File: src/rtl/clk_gen_multi.sv
// rtl/clk_gen_multi.sv - multi-channel integer clock divider with shared lock sequencing
// Channels only run in ST_LOCKED, so every channel restarts phase-aligned after each (re)lock.
module clk_gen_multi #(
  parameter int NUM_CH      = 3,
  parameter int DIV_W       = 8,
  parameter int DIV_INIT    = 5,
  parameter int LOCK_CYCLES = 16
) (
  input  logic                    i_sys_clk,
  input  logic                    i_rst_n,
  input  logic [NUM_CH*DIV_W-1:0] i_div_cfg,
  input  logic                    i_cfg_load,
  input  logic [NUM_CH-1:0]       i_ch_en,
  output logic [NUM_CH-1:0]       o_clk_out,
  output logic [NUM_CH-1:0]       o_clk_en,
  output logic                    o_locked
);

  localparam int               LCW       = (LOCK_CYCLES > 1) ? $clog2(LOCK_CYCLES) : 1;
  localparam logic [LCW-1:0]   LOCK_LAST = LCW'(LOCK_CYCLES - 1);
  localparam logic [DIV_W-1:0] DIV_RST   = DIV_W'(DIV_INIT);

  typedef enum logic [1:0] {
    ST_RESET   = 2'd0,
    ST_LOCKING = 2'd1,
    ST_LOCKED  = 2'd2
  } state_e;

  state_e             state_q, state_d;
  logic [LCW-1:0]     lock_cnt_q, lock_cnt_d;
  logic [DIV_W-1:0]   shadow_q [NUM_CH];
  logic [DIV_W-1:0]   shadow_d [NUM_CH];
  logic [DIV_W-1:0]   cnt_q    [NUM_CH];
  logic [DIV_W-1:0]   cnt_d    [NUM_CH];
  logic [DIV_W-1:0]   div_eff  [NUM_CH];
  logic [DIV_W-1:0]   high_len [NUM_CH];
  logic [NUM_CH-1:0]  run_q, run_d;
  logic [NUM_CH-1:0]  clk_out_q, clk_out_d;
  logic [NUM_CH-1:0]  clk_en_q, clk_en_d;
  logic               locked_q, locked_d;

  always_comb begin
    state_d    = state_q;
    lock_cnt_d = lock_cnt_q;
    for (int k = 0; k < NUM_CH; k++) begin
      shadow_d[k] = shadow_q[k];
    end
    case (state_q)
      ST_RESET: begin
        state_d    = ST_LOCKING;
        lock_cnt_d = '0;
      end
      ST_LOCKING: begin
        if (lock_cnt_q == LOCK_LAST) begin
          state_d = ST_LOCKED;
        end else begin
          lock_cnt_d = lock_cnt_q + LCW'(1);
        end
      end
      ST_LOCKED: begin
        state_d = ST_LOCKED;
      end
      default: begin
        state_d = ST_RESET;
      end
    endcase
    // A reload always wins: capture, restart the settle count, stop every channel.
    if (i_cfg_load && (state_q != ST_RESET)) begin
      for (int k = 0; k < NUM_CH; k++) begin
        shadow_d[k] = i_div_cfg[k*DIV_W +: DIV_W];
      end
      lock_cnt_d = '0;
      state_d    = ST_LOCKING;
    end
  end

  always_comb begin
    locked_d = (state_d == ST_LOCKED);
    for (int k = 0; k < NUM_CH; k++) begin
      div_eff[k]  = (shadow_q[k] < DIV_W'(2)) ? DIV_W'(2) : shadow_q[k];
      high_len[k] = (div_eff[k] >> 1) + DIV_W'(div_eff[k][0]);
      run_d[k]    = locked_d && i_ch_en[k];
      cnt_d[k]    = '0;
      // A channel that was idle last cycle starts at phase 0 on this edge.
      if (run_d[k] && run_q[k]) begin
        cnt_d[k] = (cnt_q[k] == div_eff[k] - DIV_W'(1)) ? '0 : cnt_q[k] + DIV_W'(1);
      end
      clk_out_d[k] = run_d[k] && (cnt_d[k] < high_len[k]);
      clk_en_d[k]  = run_d[k] && (cnt_d[k] == '0);
    end
  end

  always_ff @(posedge i_sys_clk or negedge i_rst_n) begin
    if (!i_rst_n) begin
      state_q    <= ST_RESET;
      lock_cnt_q <= '0;
      run_q      <= '0;
      clk_out_q  <= '0;
      clk_en_q   <= '0;
      locked_q   <= 1'b0;
      for (int k = 0; k < NUM_CH; k++) begin
        shadow_q[k] <= DIV_RST;
        cnt_q[k]    <= '0;
      end
    end else begin
      state_q    <= state_d;
      lock_cnt_q <= lock_cnt_d;
      run_q      <= run_d;
      clk_out_q  <= clk_out_d;
      clk_en_q   <= clk_en_d;
      locked_q   <= locked_d;
      for (int k = 0; k < NUM_CH; k++) begin
        shadow_q[k] <= shadow_d[k];
        cnt_q[k]    <= cnt_d[k];
      end
    end
  end

  assign o_clk_out = clk_out_q;
  assign o_clk_en  = clk_en_q;
  assign o_locked  = locked_q;

endmodule

File: config.mk
export PLATFORM = sky130hd
export DESIGN_NAME = clk_gen_multi
export DESIGN_NICKNAME = d
export VERILOG_FILES = /design/src/rtl/clk_gen_multi.sv
export SDC_FILE = /design/constraint.sdc
export NUM_CORES = 1
export LEC_CHECK = 0
export BUFFER_PORTS_ARGS = -buffer_cell sky130_fd_sc_hd__buf_2
export CAP_MARGIN = 5
export CORE_UTILIZATION = 53
export CTS_CLUSTER_DIAMETER = 120
export DETAILED_ROUTE_END_ITERATION = 16
export HOLD_SLACK_MARGIN = 0.05
export PLACE_DENSITY = 0.72
export SYNTH_ARGS = -nofsm -noshare
export SYNTH_HDL_FRONTEND = slang
export SYNTH_SLANG_ARGS = --single-unit
File: constraint.sdc
create_clock -name i_sys_clk -period 6.85 [get_ports i_sys_clk]
set_input_delay 1.0275 -clock i_sys_clk [delete_from_list [all_inputs] [get_ports i_sys_clk]]
set_output_delay 1.0275 -clock i_sys_clk [all_outputs]
set_load 0.03 [all_outputs]
-- Word level (Yosys, flattened, before mapping)
Cells that the tools add are included.
- register bits: 64
- ROM bits: 0
- bits in latches: 0
- logic and storage cells: 71
- output and inout port bits: 7
- memory bits (writable): 0
- bits of input ports: 30
- memories kept: 0
- multiplexer cells: 15
- $add $sub $neg: 10
- bitwise logic cells: 0
- divide/modulo/power cells: 0
- reduce and logical (&&, ||, !) cells: 20
- $lt $le $gt $ge: 6
- $mul: 0
- shifts and indexed selects: 0
- eq/ne operators: 8
- operator list (operator ; count):
    two-way mux 8 bit ; 9
    adder 7 x 1 -> 8 bit ; 3
    adder 8 x 1 -> 8 bit (second input constant) ; 3
    equality test 8 bit ; 3
    zero test 8 bit ; 3
    less-than comparator 8 x 2 -> 1 bit (second input constant) ; 3
    less-than comparator 8 bit ; 3
    subtractor 8 x 1 -> 8 bit (second input constant) ; 3
    logical AND 1 bit ; 13
    two-way mux 4 bit ; 2
    one-hot mux 4 bit (2 select lines) ; 1
    one-hot mux 2 bit (3 select lines) ; 1
    adder 4 x 1 -> 4 bit (second input constant) ; 1
    equality test 2 bit (second input constant) ; 2
    equality test 4 bit (second input constant) ; 1
    two-way mux 2 bit ; 2
    inequality test 3 bit (second input constant) ; 1
    nonzero test 3 bit ; 1
    equality test 2 x 1 -> 1 bit (second input constant) ; 1
    zero test 2 bit ; 1
    AND reduction 2 bit ; 1
    nonzero test 2 bit ; 1

-- Depth between registers and ports, before layout
- depth in word-level cells: 10
- depth in mapped cells: 19
- depth with buffers taken out: 17

-- Worst setup path before layout
No wires, ideal clock.
- path type: flip-flop to flip-flop
- start: reg shadow_q[18] (netlist name)
- end: reg clk_out_q[0], in the netlist o_clk_out[0]
- library setup time: 0.099 ns
- period minus slack after synthesis: 3.809 ns
- slack: 3.041 ns
- path buffers: 1
- data arrival time: 3.710 ns
- cell stages (with the launch flop): 17
- data required time: 6.751 ns
- path through: dfstp_2 -> clkbuf_1 -> nor4_1 -> nand2_1 -> o21ai_0 -> ha_1 -> inv_1 -> a2111oi_0 -> o32a_1 -> nand4_1 -> nand3_1 -> nor2_1 -> ha_1 -> a21o_1 -> a21o_1 -> a221o_1 -> a311oi_1
- RTL lines (item ; RTL line ; source):
    start, declared ; 31 ; logic [DIV_W-1:0] shadow_q [NUM_CH];
    start signal, assigned by index ; 113 ; shadow_q[k] <= shadow_d[k];
    end signal, assigned ; 109 ; clk_out_q <= clk_out_d;
    end, declared ; 38 ; logic [NUM_CH-1:0] clk_out_q, clk_out_d;

==> results.py <==
metrics = {
    "synth": {
        "synth_cells": 504,
        "ys_seq_elements": 64,
        "synth-warning-count": 0,
        "synth.distinct_cells": 59,
        "synth_area_per_cell_um2": 9.143,
        "syn-num-nets": 568,
        "synth_edf_count": 0,
        "netlist_area_um2": 4608,
        "synth_ff_type": "dfrtp_1",
        "seq_area_frac_synth_pct": 34.92,
        "postSynth.asyncResetShare_pct": 100.0,
    },
    "global_routing": {
        "grt_util_met2_pct": 37.98,
        "antenna_found_initial": 0,
        "grt_pass1_wl_um": 16390,
        "grt_util_met3_pct": 4.785,
        "grtUsageMet1_pct": 30.76,
        "grt.total_usage_pct": 23.44,
        "grt_max_degree": 65,
        "top_usage_layer": "met2",
        "gr-total-overflow": 0,
        "grt_pass1_vias": 3492,
    },
    "hold_path": {
        "hold_class": "flip-flop to flip-flop",
    },
    "power_and_ir_drop": {
        "p_per_area_nw_per_um2": 189.2,
        "p_total_uw": 944.4,
        "clkPwrFrac_pct": 38.5,
        "leakage_uw": 0.002251,
        "pwr-share-seq_pct": 45.9,
        "pwr-share-comb_pct": 15.6,
        "p_switching_uw": 261.5,
        "swShare_pct": 27.69,
        "peakVddDrop_v": 0.0001066,
        "p_int_uw": 682.9,
    },
    "place": {
        "numPortBuffers": 36,
        "gp_congestion": 0.8898,
        "dp_hpwl_um": 7142,
    },
    "die": {
        "die_h_um": 95.25,
        "die-area_um2": 9072,
        "start_util_pct": 55.53,
        "die_w_um": 95.25,
        "core_um2": 8299,
        "rows": 33,
        "ios": 37,
    },
    "cells_and_area": {
        "nets": 578,
        "insertedDiodeCount": 0,
        "syn_to_final_growth_pct": 8.336,
        "fin_util_pct": 60.15,
        "drive_gt1_share_pct": 19.08,
    },
    "sta": {
        "hold_violations": 0,
        "fmax_mhz": 231.4,
        "post-route-period-util_pct": 63.08,
        "worstMarginPinSlew_ns": 0.8015,
        "finalMaxSlewViolations": 0,
        "slew_headroom_pct": 46.57,
        "fin_crit_ns": 4.321,
        "setup_viol": 0,
        "rsz0062_at_grt": "no",
        "final.setup_skew_ns": 0.007347,
        "fin_tns_setup_ns": 0,
    },
    "clock_tree": {
        "ctsResizeCount": 0,
        "clock_path_buffers": 2,
        "hold_buffers": 0,
        "cts_setup_buffers": 0,
        "cts_sinks": 64,
        "path_clk_slew_ns": 0.07,
        "clkLatencyLatePin_ns": 0.35,
        "tritoncts": "built",
        "clock-root-buffer": "clkbuf_8",
        "cts_buffers": 9,
        "cts_max_level": 3,
    },
    "worst_setup_path": {
        "crit_start": "shadow_q[19]",
        "critical_path_required_ns": 7.09,
        "crit_end": "o_clk_out[0]",
        "critPathArrivalTime_ns": 4.56,
        "startpoint_type": "flip-flop",
        "cp_max_fo": 12,
        "worst_r2r_endpoint": "o_clk_out[0]",
        "ff2ff_path_depth": 15,
        "rr_startpoint": "shadow_q[19]",
        "rrSetupSlack_ns": 2.53,
        "worst_setup_path_end_kind": "flip-flop",
        "crit_type": "flip-flop to flip-flop",
    },
    "drt": {
        "dr.first_iter.drc_count": 178,
        "avgRoutedWirePerCell_um": 15.63,
        "via_per_inst": 5.867,
        "wl_um": 9754,
        "ant_nets": 0,
        "drcViolationCount": 0,
        "route.vias.total": 3661,
        "drt_pass1_iterations": 4,
    },
    "job": {
        "maxCapViolCount": 0,
    },
    "status": {
        "status": "completed",
    },
}
==> worst max-delay path, cell delays in order (launching register included) <==
cell	delay (ns)
dfrtp_1	0.51
nor4_1	0.53
nand2_1	0.13
o21ai_0	0.26
ha_1	0.28
inv_1	0.07
a2111oi_0	0.38
o32a_1	0.21
nand4_1	0.17
nand3_1	0.28
nor2_1	0.13
ha_1	0.32
a21o_1	0.19
a21o_1	0.17
a221o_1	0.29
a311oi_1	0.27
==> placed cells by master, fill, tap and decap left out, types with 11 or more instances in the layout <==
cell type  synthesis  final
dfrtp_1           58     58
nor2_1            41     41
buf_2              1     36
ha_1              34     34
xnor2_1           32     32
inv_1             28     28
nand3_1           27     27
xor2_1            26     26
mux2_2            25     25
nand2_1           21     21
o21ai_0           17     17
a21oi_1           17     17
nand4_1           11     11
==> metrics by stage <==
stage	instance area, um2	hold slack (ns)	std cells	setup WS (ns)
after global routing	4992	0.5417	624	2.204
after detailed placement	4772	0.5029	608	2.564
final	4992	0.5171	624	2.529
after CTS	4992	0.5124	624	2.555
after floorplan	4608	0.4484	504	3.041
after global placement	4772	0.4977	608	2.813
==> power by group through the flow <==
| stage | Sequential [uW] | Clock [uW] | Combinational [uW] |
|---|---|---|---|
| after floorplan | 412 | 0 | 134 |
| after global placement | 438 | 0 | 142 |
| after detailed placement | 439 | 0 | 146 |
| after CTS | 432 | 373 | 148 |
| after global routing | 437 | 389 | 166 |
| final | 433 | 364 | 147 |
==> logic make-up after synthesis <==
| family | count (synthesis) | share of synthesized area (%) |
|---|---|---|
| mux | 28 | 6.761 |
| xor+xnor | 58 | 11.02 |
| buf+inv | 69 | 6.136 |
| flops | 64 | 34.92 |
| fa+ha+maj | 35 | 9.449 |
| simple gates | 171 | 20.07 |
| compound gates | 79 | 11.65 |
==> area by class of cell <==
class                   count  area [um2]
fillers                   698        3307
multi-input cells         371        2720
flip-flops and latches     64        1609
repair buffers             39       202.7
clock buffers              10       137.6
well taps                 105       131.4
inverters                  29       108.9
clock inverters             6       82.58
==> metal layers <==
metal | part of all wire (%) | vias up
met5 | 0 | -
met4 | 1.8 | 0
met3 | 4.3 | 28
met2 | 47 | 97
met1 | 47 | 1735
li1 | - | 1801
==> worst min-delay path by stage <==
stage              from           to  slack, ns  depth (start not counted)
5_1_grt        run_q[0]  o_clk_en[0]       0.54                          1
6_report       run_q[0]  o_clk_en[0]       0.52                          1
3_5_place_dp   run_q[0]  o_clk_en[0]       0.50                          1
4_1_cts        run_q[0]  o_clk_en[0]       0.51                          1
3_3_place_gp   run_q[0]  o_clk_en[0]       0.50                          1
2_1_floorplan  run_q[0]  o_clk_en[0]       0.45                          1
==> registers in the layout (all words and copies together), names as in the netlist <==
register    cells
o_clk_out       3
cnt_q          24
lock_cnt_q      4
o_clk_en        3
run_q           3
o_locked        1
state_q         2
shadow_q       24
==> synthesized netlist by cell type (all sizes together), types with 17 or more instances <==
master	number	share of area, %
o21ai	18	2.0
xnor2	32	6.1
ha	34	9.2
clkbuf	33	2.7
nor2	41	3.3
nand2	21	1.7
a21oi	17	1.8
dfrtp	58	31
xor2	26	4.9
mux2	25	6.1
nand3	27	2.9
inv	28	2.3
No activity file was read; power rests on OpenSTA's default activity.
